--- src/rtl/button_conditioner_if.sv ---
// button_conditioner_if
//   Groups the pushbutton-side and FSM-side signals of the button conditioner.
//   Pulse semantics: plus_processed / minus_processed are single-cycle
//   strobes in the clk_100hz domain. There is no back-pressure: the consumer
//   must act on every cycle a strobe is high. The two strobes are never high
//   together.
//   Signals:
//     pb_plus_raw, pb_minus_raw        raw asynchronous buttons (active-high)
//     plus_processed, minus_processed  one-cycle increment / decrement pulses
//     plus_level, minus_level          debounced button levels
//     plus_state, minus_state          channel FSM state, for observation
//   Modports:
//     master  drives the raw buttons and consumes the outputs (board / bench)
//     slave   the conditioner itself
interface button_conditioner_if;
  logic       pb_plus_raw;
  logic       pb_minus_raw;
  logic       plus_processed;
  logic       minus_processed;
  logic       plus_level;
  logic       minus_level;
  logic [2:0] plus_state;
  logic [2:0] minus_state;

  modport master (
    output pb_plus_raw, pb_minus_raw,
    input  plus_processed, minus_processed, plus_level, minus_level,
    input  plus_state, minus_state
  );

  modport slave (
    input  pb_plus_raw, pb_minus_raw,
    output plus_processed, minus_processed, plus_level, minus_level,
    output plus_state, minus_state
  );
endinterface

--- src/rtl/button_conditioner.sv ---
// button_conditioner
//   Turns bouncy asynchronous plus/minus pushbuttons into clean single-cycle
//   pulses for the up/down counter FSM. Per channel: 2-flop synchroniser,
//   DEBOUNCE_LEN-sample debouncer, and a pulse FSM providing one-pulse,
//   hold-to-auto-repeat and plus/minus mutual exclusion.
//   Ports:
//     clk_100hz  system clock (100 Hz)
//     rst        asynchronous active-low reset
//     bus        button_conditioner_if.slave (raw inputs, pulses, levels,
//                FSM state for observation)
//   Latency: a raw rise first sampled at edge E0 raises the level and the
//   pulse at edge E(DEBOUNCE_LEN+2); release has the same latency.
module button_conditioner #(
  parameter int DEBOUNCE_LEN = 4,
  parameter int REPEAT_EN    = 1,
  parameter int REPEAT_DELAY = 50,
  parameter int REPEAT_RATE  = 10
) (
  input  logic                 clk_100hz,
  input  logic                 rst,
  button_conditioner_if.slave  bus
);

  localparam int CNT_MAX = (REPEAT_DELAY > REPEAT_RATE) ? REPEAT_DELAY : REPEAT_RATE;
  localparam int CNT_W   = $clog2(CNT_MAX);

  typedef enum logic [2:0] {
    IDLE   = 3'd0,
    FIRE   = 3'd1,
    HOLD   = 3'd2,
    REPEAT = 3'd3,
    LOCKED = 3'd4
  } state_t;

  typedef struct packed {
    state_t           st;
    logic [CNT_W-1:0] cnt;
    logic             pulse;
  } chan_t;

  // Synchroniser, debounce shift registers and debounced levels
  logic                    plus_meta_q, plus_sync_q;
  logic                    minus_meta_q, minus_sync_q;
  logic [DEBOUNCE_LEN-1:0] plus_sr_q, minus_sr_q;
  logic                    plus_lv_q, minus_lv_q;
  logic                    plus_lv_n, minus_lv_n;

  // Channel FSMs
  state_t           plus_state_q, minus_state_q;
  logic [CNT_W-1:0] plus_cnt_q, minus_cnt_q;
  chan_t            plus_nx, minus_nx;

  // Next debounced level: set on all-ones, clear on all-zeros, else hold.
  always_comb begin
    plus_lv_n = plus_lv_q;
    if (&plus_sr_q)       plus_lv_n = 1'b1;
    else if (~|plus_sr_q) plus_lv_n = 1'b0;

    minus_lv_n = minus_lv_q;
    if (&minus_sr_q)       minus_lv_n = 1'b1;
    else if (~|minus_sr_q) minus_lv_n = 1'b0;
  end

  // Next-state / output logic for one channel.
  // The IDLE exit looks at the *next* levels so FIRE coincides with the
  // cycle the debounced level first reads high. All other decisions use the
  // current registered levels. The pulse is gated by the current levels, so
  // the cycle the own level drops or the other level rises never pulses, and
  // the two channels can never pulse together.
  function automatic chan_t chan_next(
    input state_t           st,
    input logic [CNT_W-1:0] cnt,
    input logic             own_q,
    input logic             own_n,
    input logic             oth_q,
    input logic             oth_n
  );
    chan_t r;
    r.st    = st;
    r.cnt   = cnt;
    r.pulse = 1'b0;
    case (st)
      IDLE: begin
        if (own_n && !own_q) begin
          r.st = oth_n ? LOCKED : FIRE;
        end
      end
      FIRE: begin
        r.pulse = 1'b1;
        r.cnt   = CNT_W'(REPEAT_DELAY - 1);
        if (!own_q)              r.st = IDLE;
        else if (REPEAT_EN != 0) r.st = HOLD;
        else                     r.st = LOCKED;
      end
      HOLD, REPEAT: begin
        r.pulse = (cnt == '0);
        if (!own_q) begin
          r.st = IDLE;
        end else if (oth_q) begin
          r.st = LOCKED;
        end else if (cnt == '0) begin
          r.st  = REPEAT;
          r.cnt = CNT_W'(REPEAT_RATE - 1);
        end else begin
          r.cnt = cnt - 1'b1;
        end
      end
      LOCKED: begin
        if (!own_q) r.st = IDLE;
      end
      default: r.st = IDLE;
    endcase
    r.pulse = r.pulse & own_q & ~oth_q;
    return r;
  endfunction

  always_comb begin
    plus_nx  = chan_next(plus_state_q, plus_cnt_q, plus_lv_q, plus_lv_n,
                         minus_lv_q, minus_lv_n);
    minus_nx = chan_next(minus_state_q, minus_cnt_q, minus_lv_q, minus_lv_n,
                         plus_lv_q, plus_lv_n);
  end

  always_ff @(posedge clk_100hz or negedge rst) begin
    if (!rst) begin
      plus_meta_q   <= 1'b0;
      plus_sync_q   <= 1'b0;
      minus_meta_q  <= 1'b0;
      minus_sync_q  <= 1'b0;
      plus_sr_q     <= '0;
      minus_sr_q    <= '0;
      plus_lv_q     <= 1'b0;
      minus_lv_q    <= 1'b0;
      plus_state_q  <= IDLE;
      minus_state_q <= IDLE;
      plus_cnt_q    <= '0;
      minus_cnt_q   <= '0;
    end else begin
      plus_meta_q   <= bus.pb_plus_raw;
      plus_sync_q   <= plus_meta_q;
      minus_meta_q  <= bus.pb_minus_raw;
      minus_sync_q  <= minus_meta_q;
      plus_sr_q     <= {plus_sr_q[DEBOUNCE_LEN-2:0], plus_sync_q};
      minus_sr_q    <= {minus_sr_q[DEBOUNCE_LEN-2:0], minus_sync_q};
      plus_lv_q     <= plus_lv_n;
      minus_lv_q    <= minus_lv_n;
      plus_state_q  <= plus_nx.st;
      minus_state_q <= minus_nx.st;
      plus_cnt_q    <= plus_nx.cnt;
      minus_cnt_q   <= minus_nx.cnt;
    end
  end

  assign bus.plus_processed  = plus_nx.pulse;
  assign bus.minus_processed = minus_nx.pulse;
  assign bus.plus_level      = plus_lv_q;
  assign bus.minus_level     = minus_lv_q;
  assign bus.plus_state      = plus_state_q;
  assign bus.minus_state     = minus_state_q;

endmodule

--- src/flat_wrapper.sv ---
// flat-port wrapper written by rule: the top's interface ports become plain ports
module button_conditioner_flat 
#(
  parameter int DEBOUNCE_LEN = 4,
  parameter int REPEAT_EN    = 1,
  parameter int REPEAT_DELAY = 50,
  parameter int REPEAT_RATE  = 10
)
  (clk_100hz, rst, bus_pb_plus_raw, bus_pb_minus_raw, bus_plus_processed, bus_minus_processed, bus_plus_level, bus_minus_level, bus_plus_state, bus_minus_state);
  button_conditioner_if bus_i ();
  input  logic clk_100hz;
  input  logic rst;
  input wire logic [$bits(bus_i.pb_plus_raw)-1:0] bus_pb_plus_raw;
  input wire logic [$bits(bus_i.pb_minus_raw)-1:0] bus_pb_minus_raw;
  output wire logic [$bits(bus_i.plus_processed)-1:0] bus_plus_processed;
  output wire logic [$bits(bus_i.minus_processed)-1:0] bus_minus_processed;
  output wire logic [$bits(bus_i.plus_level)-1:0] bus_plus_level;
  output wire logic [$bits(bus_i.minus_level)-1:0] bus_minus_level;
  output wire logic [$bits(bus_i.plus_state)-1:0] bus_plus_state;
  output wire logic [$bits(bus_i.minus_state)-1:0] bus_minus_state;
  assign bus_i.pb_plus_raw = bus_pb_plus_raw;
  assign bus_i.pb_minus_raw = bus_pb_minus_raw;
  assign bus_plus_processed = bus_i.plus_processed;
  assign bus_minus_processed = bus_i.minus_processed;
  assign bus_plus_level = bus_i.plus_level;
  assign bus_minus_level = bus_i.minus_level;
  assign bus_plus_state = bus_i.plus_state;
  assign bus_minus_state = bus_i.minus_state;
  button_conditioner #(.DEBOUNCE_LEN(DEBOUNCE_LEN), .REPEAT_EN(REPEAT_EN), .REPEAT_DELAY(REPEAT_DELAY), .REPEAT_RATE(REPEAT_RATE)) u_core (.clk_100hz(clk_100hz), .rst(rst), .bus(bus_i));
endmodule
--- config.mk ---
export PLATFORM = sky130hd
export DESIGN_NAME = button_conditioner_flat
export DESIGN_NICKNAME = d
export VERILOG_FILES = /design/src/rtl/button_conditioner_if.sv /design/src/rtl/button_conditioner.sv /design/src/flat_wrapper.sv
export SDC_FILE = /design/constraint.sdc
export NUM_CORES = 1
export LEC_CHECK = 0
export CAP_MARGIN = 20
export CELL_PAD_IN_SITES_DETAIL_PLACEMENT = 1
export CELL_PAD_IN_SITES_GLOBAL_PLACEMENT = 1
export CORE_MARGIN = 3
export CORE_UTILIZATION = 44
export CTS_CLUSTER_DIAMETER = 40
export DETAILED_ROUTE_END_ITERATION = 6
export GPL_TIMING_DRIVEN = 0
export PLACE_DENSITY = 0.87
export REMOVE_ABC_BUFFERS = 1
export SYNTH_ARGS = -nofsm -noshare
export SYNTH_HDL_FRONTEND = slang
export SYNTH_SLANG_ARGS = --single-unit
--- constraint.sdc ---
create_clock -name clk_100hz -period 1.6 [get_ports clk_100hz]
set_input_delay 0.24 -clock clk_100hz [delete_from_list [all_inputs] [get_ports clk_100hz]]
set_output_delay 0.24 -clock clk_100hz [all_outputs]
set_load 0.05 [all_outputs]
==> metrics.txt <==
status=complete, but fails checks; failing checks=negative setup slack; final setup vio count=9; startpoint types=register; port bufs=13; HP Class=in2reg; crit path kind=reg2out; # DRC=0; top cells by area, synth=dfrtp_1, nor2_1, ha_1, nand2b_1, o21ai_0; minimum clock period=1.828 ns; Worst slew margin=51.80%; first-pass GRT wire length=around 7000 µm; Mapped Area=approximately 1500 µm²; Main synth FF type=dfrtp_1; grt total ovfl=0; GRT Util Overall=22.90%; routed wire length per instance=around 21 µm; Max Freq=0.5471 GHz; Initial Utilization=approximately 47%; sw frac=36.02%; Routed WL=4496 µm; CTS tree=built; RSZ-0062 raised after global routing=true; crit path max fanout=3; GP Congestion=0.8547; CTS root buffer=clkbuf_4; drt first pass iters=4; Num CTS Buffers=5; Pint=1.566 mW; Final nets=175; I/O pin cnt=14; asr flop ratio synth=100.0%; sum of negative setup slack=-0.8846 ns; #FFs+latches synth=32; Clock Sinks=32; Yosys Warn Count=0; clock skew=approximately 0.016 ns; Cell Pwr Density=1209 nW/µm²; antenna violations before repair=0; clock share of power=25.6%; sequential-to-total area share from yosys stat=54.47%; Least-Margin Pin Slew=0.7230 ns; Worst-path clk slew=0.11 ns; Clock Tree Buf Depth=2; Switch Pwr=about 880 µW; Max Cap Violations=0; largest net degree at the start of global routing=33; total design power=2.447 mW; most common cell in the netlist=dfrtp_1; Area after DPL=1634 µm²; sequential power share=about two fifths; worst skew pair latency=0.35 ns; CP Data Required Time=1.36 ns; Pins Over Slew Limit=0; placed insts=between 150 and 200; Finished Layout Cells=~210; Arr. time, crit path=1.59 ns; Routed Antenna Nets=0; synthesized instance count=131; combinational power share=roughly a third; worst vdd ir=around 0.96 mV; # rows=20; P&R area growth vs syn=37.70%; final hold violations=0; vias in the first global route=1,335; area of the die=about 4100 µm²; post-synth cell types=44; EDFF count, synth=0; Setup WS post-layout=-0.2279 ns; die height=63.81 µm; top cells by count, synth=dfrtp_1, nor2_1, inv_1, o21ai_0; ant diodes=0; period utilization=114.2%; Setup WS pre-CTS=-0.7890 ns; post-DP HPWL=2308 µm; share of layout cells above drive strength 1=39.64%; via count=~1,300; DR vias/cell=between 5 and 6; P_leak=0.8292 nW; initial DRC count=88; Hold WS=0.3376 ns; core box area=3128 µm²; cell area after layout=2024 µm²; element type at the critical path end=output pin; Avg Inst Size Synth=about 11 µm²; largest area contributor in the netlist=dfrtp_1; Die W=63.81 µm; post-synth top area share=54.47%; H-tree Lvls=2; fin util=64.72%
[timing repair]
action,4_1_cts,5_1_grt
hold buffers,1,0
setup buffers,12,6
gates resized for setup,58,22
endpoints found under the setup margin,11,15
hold endpoints to repair,32,0
pin swaps,5,8
[path summary, 6_finish.rpt]
check	startpoint	end	slack, ns	cells past startpoint
worst max-delay path	u_core.minus_cnt_q[3]	bus_minus_processed	-0.23	4
worst min-delay path	bus_pb_plus_raw	u_core.plus_meta_q	0.34	1
worst max register to register	u_core.bus.minus_state[2]	u_core.minus_cnt_q[4]	-0.10	6
worst min register to register	u_core.minus_sync_q	u_core.minus_sr_q[0]	0.36	0
max in group asynchronous	rst	u_core.bus.plus_level	0.61	2
min in group asynchronous	rst	u_core.bus.plus_state[2]	0.48	2
[routing by layer]
| layer | vias up | track usage, % | part of all wire (%) |
|---|---|---|---|
| li1 | 563 | - | - |
| met1 | 659 | 27.76 | 42 |
| met2 | 42 | 38.71 | 52 |
| met3 | 6 | 6.678 | 4.9 |
| met4 | 0 | 7.817 | 1.2 |
| met5 | - | 0 | 0 |
[cell type report]
cell class | count | area [µm²]
tap | 44 | 55.05
multi-input combinational | 89 | 774.5
clock inverter | 3 | 42.54
clock buffer | 5 | 37.54
inverter | 8 | 30.03
sequential | 32 | 807.0
fill | 327 | 1104
timing repair buffer | 32 | 277.8
[critical path: stages (launching register included)]
cell,delay [ns]
dfrtp_1,0.45
nor3_4,0.25
nand3b_1,0.20
o32ai_4,0.14
buf_6,0.20
[power by group through the flow]
stage                     registers [mW]  logic (mW)  clock network, mW
after CTS                          0.975       0.691              0.637
after global placement             0.974       0.510                  0
after floorplan                     1.07       0.262                  0
after global routing               0.997       0.897              0.687
after detailed placement           0.978       0.539                  0
final                              0.987       0.833              0.627
[layout by cell type (no fill, tap or decap), drive strengths merged, types with 4 or more instances in the layout]
master / n
clkbuf: 7
o211ai: 4
o21ai: 6
nor3: 4
dfrtp: 32
nand2: 4
nand3: 6
clkdlybuf4s15: 5
inv: 8
a21oi: 5
nand2b: 5
nor2: 12
buf: 22
[kinds of logic (layout without fill, tap and decap cells)]
family	Yosys count	after routing	share of synthesized area, %
AND/OR/NAND/NOR	50	50	21.70
AO/OA/AOI/OAI	36	36	18.13
adder cells (fa/ha/maj)	3	3	2.553
buffers and inverters	10	48	3.149
flip-flops	32	32	54.47
[flip-flops by register name, indices dropped and copies added, names as in the netlist, 3 cells and up]
name and count:
u_core.bus.plus_state 3, u_core.minus_sr_q 4, u_core.plus_sr_q 4, u_core.plus_cnt_q 6
u_core.minus_cnt_q 6, u_core.bus.minus_state 3
(Power assumes the default switching activity.)
